--- config.mk ---
export PLATFORM = sky130hd
export DESIGN_NAME = speed_select_ctrl
export DESIGN_NICKNAME = d
export VERILOG_FILES = /design/src/rtl/speed_select_ctrl.sv
export SDC_FILE = /design/constraint.sdc
export NUM_CORES = 1
export LEC_CHECK = 0
export ABC_AREA = 1
export CORE_MARGIN = 2
export CORE_UTILIZATION = 45
export DETAILED_ROUTE_END_ITERATION = 7
export GPL_ROUTABILITY_DRIVEN = 0
export PLACE_DENSITY = 0.63
export SKIP_LAST_GASP = 1
export SYNTH_ARGS = -nofsm -noshare
export SYNTH_HDL_FRONTEND = slang
export SYNTH_SLANG_ARGS = --single-unit
--- constraint.sdc ---
create_clock -name clk_100mhz -period 1.9 [get_ports clk_100mhz]
set_clock_uncertainty 0.2 [all_clocks]
set_input_delay 0.38 -clock clk_100mhz [delete_from_list [all_inputs] [get_ports clk_100mhz]]
set_output_delay 0.38 -clock clk_100mhz [all_outputs]
set_load 0.01 [all_outputs]
--- src/rtl/speed_select_ctrl.sv ---
// Speed select controller: debounces the speed switches and sequences the clock-mux select.
// The clock is gated off before every select change and kept off until the new clock settles.
// Define SPEED_CTRL_STATUS_EN to build a saturating count of completed select changes.
module speed_select_ctrl #(
    parameter int DEBOUNCE_CYCLES = 1000000,
    parameter int GATE_CYCLES     = 8,
    parameter int SETTLE_CYCLES   = 64
) (
    input  logic       clk_100mhz,
    input  logic       rst,
    input  logic [1:0] sw,
    input  logic       locked,
    output logic [1:0] sel,
    output logic       clk_en,
    output logic       busy,
    output logic [7:0] switch_count
);

    localparam int DEB_W = $clog2(DEBOUNCE_CYCLES) + 1;
    localparam logic [DEB_W-1:0] DEB_SAT = DEB_W'(DEBOUNCE_CYCLES);
    // The load cycle and the first matching cycle both count as stable time,
    // so acceptance happens two counts short of DEBOUNCE_CYCLES.
    localparam logic [DEB_W-1:0] DEB_THRESH =
        DEB_W'((DEBOUNCE_CYCLES >= 2) ? DEBOUNCE_CYCLES - 2 : 0);

    localparam int CNT_MAX = (GATE_CYCLES > SETTLE_CYCLES) ? GATE_CYCLES : SETTLE_CYCLES;
    localparam int CNT_W   = $clog2(CNT_MAX) + 1;
    localparam logic [CNT_W-1:0] GATE_LOAD   = CNT_W'(GATE_CYCLES - 1);
    localparam logic [CNT_W-1:0] SETTLE_LOAD = CNT_W'(SETTLE_CYCLES - 1);

    typedef enum logic [2:0] {
        WAIT_LOCK,
        SETTLE,
        RUN,
        GATE_OFF,
        SWITCH
    } state_t;

    state_t             state;
    logic [CNT_W-1:0]   cnt;
    logic [1:0]         sw_meta;
    logic [1:0]         sw_sync;
    logic               lock_meta;
    logic               lock_sync;
    logic [1:0]         candidate;
    logic [1:0]         sw_stable;
    logic [DEB_W-1:0]   deb_cnt;

    // NOTE: sequential state uses non-blocking assignments only, so every flop samples
    // the values from before the edge and the two synchronizer stages stay distinct.
    always_ff @(posedge clk_100mhz or posedge rst) begin
        if (rst) begin
            sw_meta   <= 2'b00;
            sw_sync   <= 2'b00;
            lock_meta <= 1'b0;
            lock_sync <= 1'b0;
        end else begin
            sw_meta   <= sw;
            sw_sync   <= sw_meta;
            lock_meta <= locked;
            lock_sync <= lock_meta;
        end
    end

    always_ff @(posedge clk_100mhz or posedge rst) begin
        if (rst) begin
            candidate <= 2'b00;
            deb_cnt   <= '0;
            sw_stable <= 2'b00;
        end else if (sw_sync != candidate) begin
            candidate <= sw_sync;
            deb_cnt   <= '0;
        end else begin
            if (deb_cnt != DEB_SAT) begin
                deb_cnt <= deb_cnt + DEB_W'(1);
            end
            if (deb_cnt >= DEB_THRESH) begin
                sw_stable <= candidate;
            end
        end
    end

    // Outputs are registered from the next state, so clk_en and busy track the state exactly.
    always_ff @(posedge clk_100mhz or posedge rst) begin
        if (rst) begin
            state  <= WAIT_LOCK;
            cnt    <= '0;
            sel    <= 2'b00;
            clk_en <= 1'b0;
            busy   <= 1'b1;
        end else if (!lock_sync && state != WAIT_LOCK) begin
            state  <= WAIT_LOCK;
            clk_en <= 1'b0;
            busy   <= 1'b1;
        end else begin
            case (state)
                WAIT_LOCK: begin
                    clk_en <= 1'b0;
                    busy   <= 1'b1;
                    if (lock_sync) begin
                        state <= SETTLE;
                        cnt   <= SETTLE_LOAD;
                    end
                end
                SETTLE: begin
                    if (cnt == '0) begin
                        if (sw_stable != sel) begin
                            state <= SWITCH;
                        end else begin
                            state  <= RUN;
                            clk_en <= (sel != 2'b00);
                            busy   <= 1'b0;
                        end
                    end else begin
                        cnt <= cnt - CNT_W'(1);
                    end
                end
                RUN: begin
                    if (sw_stable != sel) begin
                        state  <= GATE_OFF;
                        cnt    <= GATE_LOAD;
                        clk_en <= 1'b0;
                        busy   <= 1'b1;
                    end else begin
                        clk_en <= (sel != 2'b00);
                    end
                end
                GATE_OFF: begin
                    if (cnt == '0) begin
                        state <= SWITCH;
                    end else begin
                        cnt <= cnt - CNT_W'(1);
                    end
                end
                SWITCH: begin
                    sel   <= sw_stable;
                    state <= SETTLE;
                    cnt   <= SETTLE_LOAD;
                end
                default: begin
                    state  <= WAIT_LOCK;
                    clk_en <= 1'b0;
                    busy   <= 1'b1;
                end
            endcase
        end
    end

`ifdef SPEED_CTRL_STATUS_EN
    logic [7:0] switch_cnt_q;

    // Only a SWITCH cycle that survives the lock check and really moves sel is counted.
    always_ff @(posedge clk_100mhz or posedge rst) begin
        if (rst) begin
            switch_cnt_q <= 8'd0;
        end else if (state == SWITCH && lock_sync && sw_stable != sel
                     && switch_cnt_q != 8'hFF) begin
            switch_cnt_q <= switch_cnt_q + 8'd1;
        end
    end

    assign switch_count = switch_cnt_q;
`else
    assign switch_count = 8'd0;
`endif

endmodule

### Yosys cells after proc, flatten, opt, wreduce, memory -nomap -nowiden

Index checks and enable logic that the tools add are counted.

* flip-flop bits (word level): 45
* input bits: 5

* equality and inequality tests: 16
* bitwise gates (word level): 2
* $add $sub $neg: 2
* reduce and logical (&&, ||, !) cells: 16
* $lt $le $gt $ge: 1
* multiplexer cells: 23

Operators with widths (count)
* 2-to-1 mux 21 bit: 2
* case mux 7 bit (4 select lines): 1
* adder 21 x 1 -> 21 bit (second input constant): 1
* greater-or-equal comparator 21 x 20 -> 1 bit (second input constant): 1
* 2-to-1 mux 7 bit: 3
* != test 21 x 20 -> 1 bit (second input constant): 1
* 2-to-1 mux 3 bit: 6
* != test 3 bit (second input constant): 5
* case mux 3 bit (5 select lines): 1
* 2-to-1 mux 1 bit: 8
* AND reduction 4 bit: 2
* zero test 7 bit: 1
* subtractor 7 x 1 -> 7 bit (second input constant): 1
* equality test 3 x 2 -> 1 bit (second input constant): 2
* != test 2 bit (second input constant): 3
* case mux 1 bit (3 select lines): 2
* AND reduction 5 bit: 1
* != test 2 bit: 2
* AND reduction 2 bit: 2
* nonzero test 2 bit: 2
* nonzero test 4 bit: 1
* OR reduction 2 bit: 2
* equality test 3 x 1 -> 1 bit (second input constant): 1
* equality test 3 bit (second input constant): 1
* 7 further kinds: 8

### Longest topological paths before layout

Gate-level depths: netlist of run 1.

* depth in word-level cells: 5
* mapped depth: 11
* mapped depth without buffers: 11

### Worst setup path before layout of run 1

No wires, ideal clock.

* kind: flip-flop to flip-flop
* from: register cnt[0]
* to: register cnt[2]
* setup slack: 231 ps
* arrival time: 1353 ps
* clock period less this slack: 1669 ps
* setup time: 117 ps
* stages on the path, launching flop included: 10
* cells stage by stage: dfrtp_1 > inv_1 > ha_1 > inv_1 > nor2_1 > nand3_1 > o211ai_4 > inv_2 > nand2_1 > nand2_1

* longest elaborated chain between the ends: 3
* elaborated cells between the ends (all ways): 6
* classes of those cells: 1 x add/sub; 1 x eq/ne; 2 x mux; 2 x reduce/logical

Ends and longest elaborated chain
* start, declared: line 40 `logic [CNT_W-1:0] cnt;`
* start signal, assigned: line 115 `cnt <= cnt - CNT_W'(1);`
* start signal, assigned: line 132 `cnt <= cnt - CNT_W'(1);`
* subtractor 7 x 1 -> 7 bit or zero test 7 bit (tied branches)
* 2-to-1 mux 7 bit or != test 2 bit (tied branches)
* case mux 7 bit (4 select lines) or AND reduction 5 bit (tied branches)

Several ways; a longest one is shown, not always the timed one. The select of a mux whose other input is x is not followed.
A chain may end at the register's enable or synchronous reset.

### Worst setup path in the final report of run 1

* from: register sel[1]
* to: output sel[1]

RTL lines
* start, declared: line 13 `output logic [1:0] sel,`
* start signal, assigned: line 136 `sel <= sw_stable;`

No word-level cell between the ends.

==> impl_metrics.csv, run 1 <==
group,metric,value,unit
run_status,status,"completed",
global_route,globalRouteOverflowTotal,0,
die,rows,27,
clock_network,cts.sinks,45,
worst_setup_path,crit_buf_inv,1,
die,initial_core_util,47.2,%
global_route,grt_max_degree,42,
worst_setup_path,max_stage_delay,550,ps
clock_network,cts_tree,"built",
clock_network,path_clk_slew,90,ps
finish,diodes,0,
sta,period_minus_slack,1830,ps
power,p_leak,1.40,nW
clock_network,hold_buffers,0,
worst_setup_path,crit_type,"register to primary output",
routing,drtAntennaViolNets,0,
finish,fin_nets,366,
logic_synthesis,ys_seq_elements,45,
routing,drc_errors,0,
worst_setup_path,path_max_fanout,4,
worst_setup_path,cp.arrival,1250,ps
sta,fin_crit_sh,96.3,%
sta,worst_slack,70.1,ps
clock_network,cts_root_buffer,"clkbuf_8",
clock_network,htreeDepth,2,
finish,register_area,1130,um^2
clock_network,clock_path_buffers,2,
routing,drt_pass1_iterations,4,
finish,layout-area-overhead-vs-synth,10.7,%
sta,setup_tns,0,ps
routing,wl,5120,um
die,coreArea,5570,um^2
logic_synthesis,syn_area_per_cell,7.73,um^2
sta,rsz0062_at_grt,"false",
finish,fillCellCount,545,
logic_synthesis,ys.warnings.count,0,
logic_synthesis,ys_seq_area_share,42.9,%
finish,layout-drive-gt1-share,15.9,%
die,ios,17,
worst_setup_path,cp-end-kind,"primary output",
worst_setup_path,path_cells,"clkdlybuf4s50_1",
die,dieArea,6470,um^2
routing,drt-initial-drc-count,73,
placed_design,place_hpwl,3860,um
logic_synthesis,synthCells,340,
sta,drv_slew,0,
placed_design,preCtsSetupSlack,37.1,ps
power,ir_worst_vdd,0.495,mV
worst_setup_path,crit_family,"buffers and inverters",
logic_synthesis,syn_area,2630,um^2
routing,wl_per_cell,11.9,um
logic_synthesis,yosysUniqueCellTypes,42,
placed_design,portBuffers,8,
global_route,grt_pass1_wl,8830,um
routing,routed_via_density,4.94,
worst_setup_path,cp_slowest_cell,"clkdlybuf4s50_1",
die,die_x,80.4,um
power,p_per_area,809,nW/um^2
finish,multi_input_area,1300,um^2
clock_network,clock_latency,300,ps
sta,hold_viol_final,0,
global_route,grt_pass1_vias,1991,
global_route,antenna_found_initial,0,
hold_path,holdCritPathClass,"input pin to async pin",
worst_setup_path,cp.depth,1,
worst_setup_path,crit_required,1320,ps
worst_setup_path,r2r_cells,8,
routing,vias,2123,
worst_setup_path,startpoint_type,"register",
sta,setup_viol_count_final,0,
flow_run,drv_cap,0,
clock_network,cts_buffers,5,
global_route,track_usage,17.9,%
sta,fmax,546,MHz
die,die_h,80.4,um
## layout by cell type (no fill, tap or decap), drive strengths merged
master         count
nor3               8
nand3b             1
conb               8
o21ai             19
nor3b              1
buf                7
ha                 4
clkinvlp           1
a21oi             11
inv               43
dfrtp             44
dlygate4sd2        1
or2                3
nand4              9
clkbuf             5
xor2               4
a21boi             1
clkinv             3
nor2              50
nand3             23
and3               1
o211ai             2
clkdlybuf4s50      7
xnor2              6
a311oi             1
nor4               1
mux2               2
a31oi              1
o31ai              1
nand2             89
dfstp              1
## metrics by stage
step / cells / instance area (um^2) / hold slack (ps) / total power [mW] / utilization (%)
3_5_place_dp: 419 / 2790 / 137 / 1.76 / 50.0
4_1_cts: 427 / 2870 / 75.3 / 2.34 / 51.5
5_1_grt: 430 / 2910 / 83.1 / 2.53 / 52.2
2_1_floorplan: 347 / 2660 / 131 / 1.63 / -
3_3_place_gp: 419 / 2790 / 132 / 1.75 / 50.0
6_report: 430 / 2910 / 71.4 / 2.36 / 52.2
## path summary, 6_finish.rpt
path	start	to	slack (ps)
max	sel[1]	sel[1]	70
min	rst	cnt[4]	70
max reg2reg	cnt[0]	cnt[0]	160
min reg2reg	sw_meta[1]	sw_sync[1]	150
max in group asynchronous	rst	busy	950
min in group clk_100mhz	sw_meta[1]	sw_sync[1]	150
## cells in the mapped netlist
| library cell | number | area [um^2] |
|---|---|---|
| nor3_1 | 5 | 25.0 |
| nand3_4 | 1 | 17.5 |
| nor2_4 | 3 | 33.8 |
| mux2_2 | 2 | 22.5 |
| dfrtp_1 | 44 | 1100 |
| xor2_1 | 4 | 35.0 |
| nand4_1 | 9 | 56.3 |
| nand3_2 | 1 | 10.0 |
| nor3_2 | 3 | 30.0 |
| nand2_1 | 83 | 312 |
| inv_1 | 32 | 120 |
| nand3_1 | 21 | 105 |
| or2_2 | 2 | 12.5 |
| nor4_1 | 1 | 6.26 |
| buf_1 | 1 | 3.75 |
| o21ai_0 | 14 | 70.1 |
| clkbuf_1 | 2 | 7.51 |
| buf_2 | 1 | 5.00 |
| a311oi_1 | 1 | 8.76 |
| and3_1 | 1 | 6.26 |
| nor2_1 | 41 | 154 |
| o211ai_4 | 1 | 21.3 |
| nand3b_1 | 1 | 7.51 |
| nand2_2 | 5 | 31.3 |
| buf_4 | 8 | 60.1 |
| a21oi_1 | 11 | 55.1 |
| nor2_2 | 5 | 31.3 |
| dfstp_2 | 1 | 26.3 |
| inv_2 | 11 | 41.3 |
| clkinv_1 | 1 | 3.75 |
| buf_6 | 1 | 11.3 |
| nor3b_1 | 1 | 7.51 |
| o21ai_1 | 5 | 25.0 |
| a21boi_0 | 1 | 7.51 |
| nor2_8 | 1 | 20.0 |
| o31ai_1 | 1 | 7.51 |
| ha_1 | 4 | 50.1 |
| or2_0 | 1 | 6.26 |
| conb_1 | 1 | 3.75 |
| nand2_4 | 1 | 11.3 |
| a31oi_1 | 1 | 6.26 |
| xnor2_1 | 6 | 52.6 |
## final cells by class
type	count	share of cell area, %
Clock buffer	5	2.36
Clock inverter	3	0.602
Inverter	44	5.67
Multi-Input combinational cell	246	44.6
Sequential cell	45	38.7
Tap cell	72	3.10
Timing Repair Buffer	15	4.94
## repair_timing
action	in CTS	in global routing
setup endpoints to repair	1	10
gates resized for setup	1	4
buffers inserted	0	2
pin swaps	0	3
gates cloned	0	1
## per-layer routing
layer / vias to the layer above / share of wire, % / global-route usage, % / wire length (um)
met5: - / 0 / 0 / 0
met4: 0 / 2.0 / 5.93 / 103
met3: 9 / 2.9 / 4.72 / 149
met2: 30 / 48 / 30.2 / 2470
met1: 985 / 47 / 22.3 / 2390
li1: 1099 / - / - / -
## cells by family (layout without fill, tap and decap cells)
kind of cell	Yosys count	in the layout	synth area share, %
buffers and inverters	57	67	9.61
AND/OR/NAND/NOR	186	186	33.6
other	1	8	0.143
XOR/XNOR	10	10	3.33
AO/OA/AOI/OAI	35	36	7.66
adder cells (fa/ha/maj)	4	4	1.90
multiplexers	2	2	0.857
flip-flops	45	45	42.9
## registers in the layout, summed over array words and instances (netlist names), 2 cells and up
| register | count |
|---|---|
| candidate | 2 |
| cnt | 7 |
| deb_cnt | 21 |
| sel | 2 |
| state | 3 |
| sw_meta | 2 |
| sw_stable | 2 |
| sw_sync | 2 |
## power by group
part | switching, mW | leakage, nW | total (mW) | internal [mW]
Combinational | 0.363 | 0.771 | 0.593 | 0.230
Sequential | 0.111 | 0.589 | 1.18 | 1.06
Clock | 0.333 | 0.0439 | 0.587 | 0.254
Total | 0.807 | 1.40 | 2.36 | 1.55
Note: power is estimated with default switching activity, not from simulation.
==> run 2: changes to the inputs <==
CORE_UTILIZATION = 59   (was 45)
PLACE_DENSITY = 0.8   (was 0.63)
==> run 2 against run 1 <==
Against the previous run: final area is 1.5% lower; critical endpoint is now sel[0]; first-iteration DRC count is 47% higher; clock power is 20% higher; count of clock-buffer cells in the layout is 1 higher; combinational power is 2% lower; largest cell class unchanged; fmax is 0.46% lower; critical path type unchanged; register-to-register slack worse by 60 ps; utilization is 14 points higher; routed wire length is 1.1% higher.
==> impl_metrics.csv, run 2 (synthesis results as in run 1) <==
group,metric,value,unit
clock_network,cts_tree,"built",
finish,largest-register,"deb_cnt",
clock_network,cts.sinks,45,
global_route,antenna_found_initial,0,
power,p_seq_share,47.7,%
power,comb_power_share,23.6,%
sta,worst_slack,61.6,ps
power,power_switching,794,uW
worst_setup_path,cp-end-kind,"primary output",
worst_setup_path,crit_required,1320,ps
hold_path,holdCritPathClass,"register to register",
sta,period_minus_slack,1840,ps
die,ios,17,
power,netSwitchingFraction,32.2,%
worst_setup_path,crit_family,"buffers and inverters",
flow_run,drv_cap,0,
die,initial_core_util,60.8,%
finish,layout-drive-gt1-share,13.6,%
routing,drt_pass1_iterations,4,
finish,diodes,0,
sta,setup_viol_count_final,0,
die,rows,24,
clock_network,clock_latency,300,ps
finish,layout-area-overhead-vs-synth,9.09,%
clock_network,clock_path_buffers,2,
clock_network,cts_buffers,5,
sta,fin_crit_sh,96.8,%
clock_network,path_clk_slew,80,ps
worst_setup_path,startpoint_type,"register",
clock_network,htreeDepth,2,
sta,hold_ws,155,ps
routing,drtAntennaViolNets,0,
finish,layout_common_cells,"83 x nand2_1, 44 x dfrtp_1, 41 x nor2_1, 31 x inv_1, 20 x nand3_1",
global_route,grt_pass1_vias,2001,
worst_setup_path,max_stage_delay,560,ps
global_route,grt_pass1_wl,8810,um
routing,drc_errors,0,
worst_setup_path,path_cells,"clkdlybuf4s50_1",
worst_setup_path,crit_buf_inv,1,
finish,mostFrequentLayoutCell,"nand2_1",
power,intPower,1.67,mW
routing,vias,2136,
sta,drv_slew,0,
placed_design,portBuffers,8,
global_route,globalRouteOverflowTotal,0,
placed_design,place_hpwl,3790,um
worst_setup_path,cp.arrival,1260,ps
routing,wl,5170,um
power,p_per_area,861,nW/um^2
finish,fin_nets,361,
sta,hold_viol_final,0,
placed_design,preCtsSetupSlack,90.0,ps
die,coreArea,4320,um^2
die,die_x,70.8,um
global_route,grt_max_degree,46,
global_route,track_usage,22.1,%
worst_setup_path,path_max_fanout,4,
power,ir_worst_vdd,0.422,mV
routing,wl_per_cell,12.8,um
routing,drt-initial-drc-count,107,
sta,setup_tns,0,ps
finish,reg_top3,"deb_cnt: 21 flops, cnt: 7 flops, state: 3 flops",
worst_setup_path,crit_type,"register to primary output",
routing,routed_via_density,5.27,
clock_network,cts_root_buffer,"clkbuf_8",
run_status,status,"completed",
power,p_leak,1.38,nW
power,power.total,2.47,mW
worst_setup_path,cp_slowest_cell,"clkdlybuf4s50_1",
clock_network,hold_buffers,0,
power,p_clk_share,28.6,%
die,die_h,70.8,um
die,dieArea,5010,um^2
finish,largest_reg_flops,21,
sta,fmax,544,MHz
-- run 2: path summary, 6_finish.rpt --
kind	startpoint	to	slack, ps	depth (start not counted)
hold reg to reg	sw_meta[0]	sw_sync[0]	150	0
min in group asynchronous	rst	lock_sync	210	3
setup / recovery	sel[0]	sel[0]	60	1
max in group asynchronous	rst	busy	1030	3
hold / removal	sw_meta[0]	sw_sync[0]	150	0
setup reg to reg	cnt[0]	cnt[4]	100	9
-- run 2: what timing repair did --
| action | 4_1_cts | 5_1_grt |
|---|---|---|
| cloned | 0 | 1 |
| gates resized for setup | 1 | 1 |
| pin swaps | 0 | 1 |
| endpoints found under the setup margin | 1 | 6 |
| endpoints found under the hold margin | 0 | 0 |
| setup buffers | 0 | 0 |
-- run 2: stage by stage --
stage / instance area (um^2) / cells / util [%]
after floorplan: 2660 / 347 / -
after global placement: 2740 / 396 / 63.4
after detailed placement: 2740 / 396 / 63.4
after CTS: 2850 / 404 / 65.9
after global routing: 2870 / 405 / 66.3
final: 2870 / 405 / 66.3
-- run 2: cell type report --
class | count | area (um^2)
fillers | 386 | 1460
multi-input cells | 246 | 1290
flip-flops and latches | 45 | 1130
inverters | 44 | 165
repair buffers | 10 | 106
clock buffers | 6 | 72.6
well taps | 52 | 65.1
clock inverters | 2 | 38.8
-- run 2: layer usage --
metal | part of all wire, % | global-route usage (%) | vias to the layer above | routed length [um]
li1 | - | - | 1091 | -
met5 | 0 | 0 | - | 0
met4 | 1.6 | 7.97 | 0 | 81
met2 | 51 | 38.4 | 57 | 2640
met3 | 4.3 | 4.56 | 11 | 220
met1 | 43 | 27.2 | 977 | 2230
-- run 2: power by group through the flow --
| stage | clock, mW | combinational (mW) | sequential (mW) |
|---|---|---|---|
| floorplan | 0 | 0.454 | 1.17 |
| global placement | 0 | 0.544 | 1.19 |
| detailed placement | 0 | 0.559 | 1.20 |
| CTS | 0.727 | 0.555 | 1.18 |
| global route | 0.767 | 0.685 | 1.19 |
| finish | 0.707 | 0.584 | 1.18 |
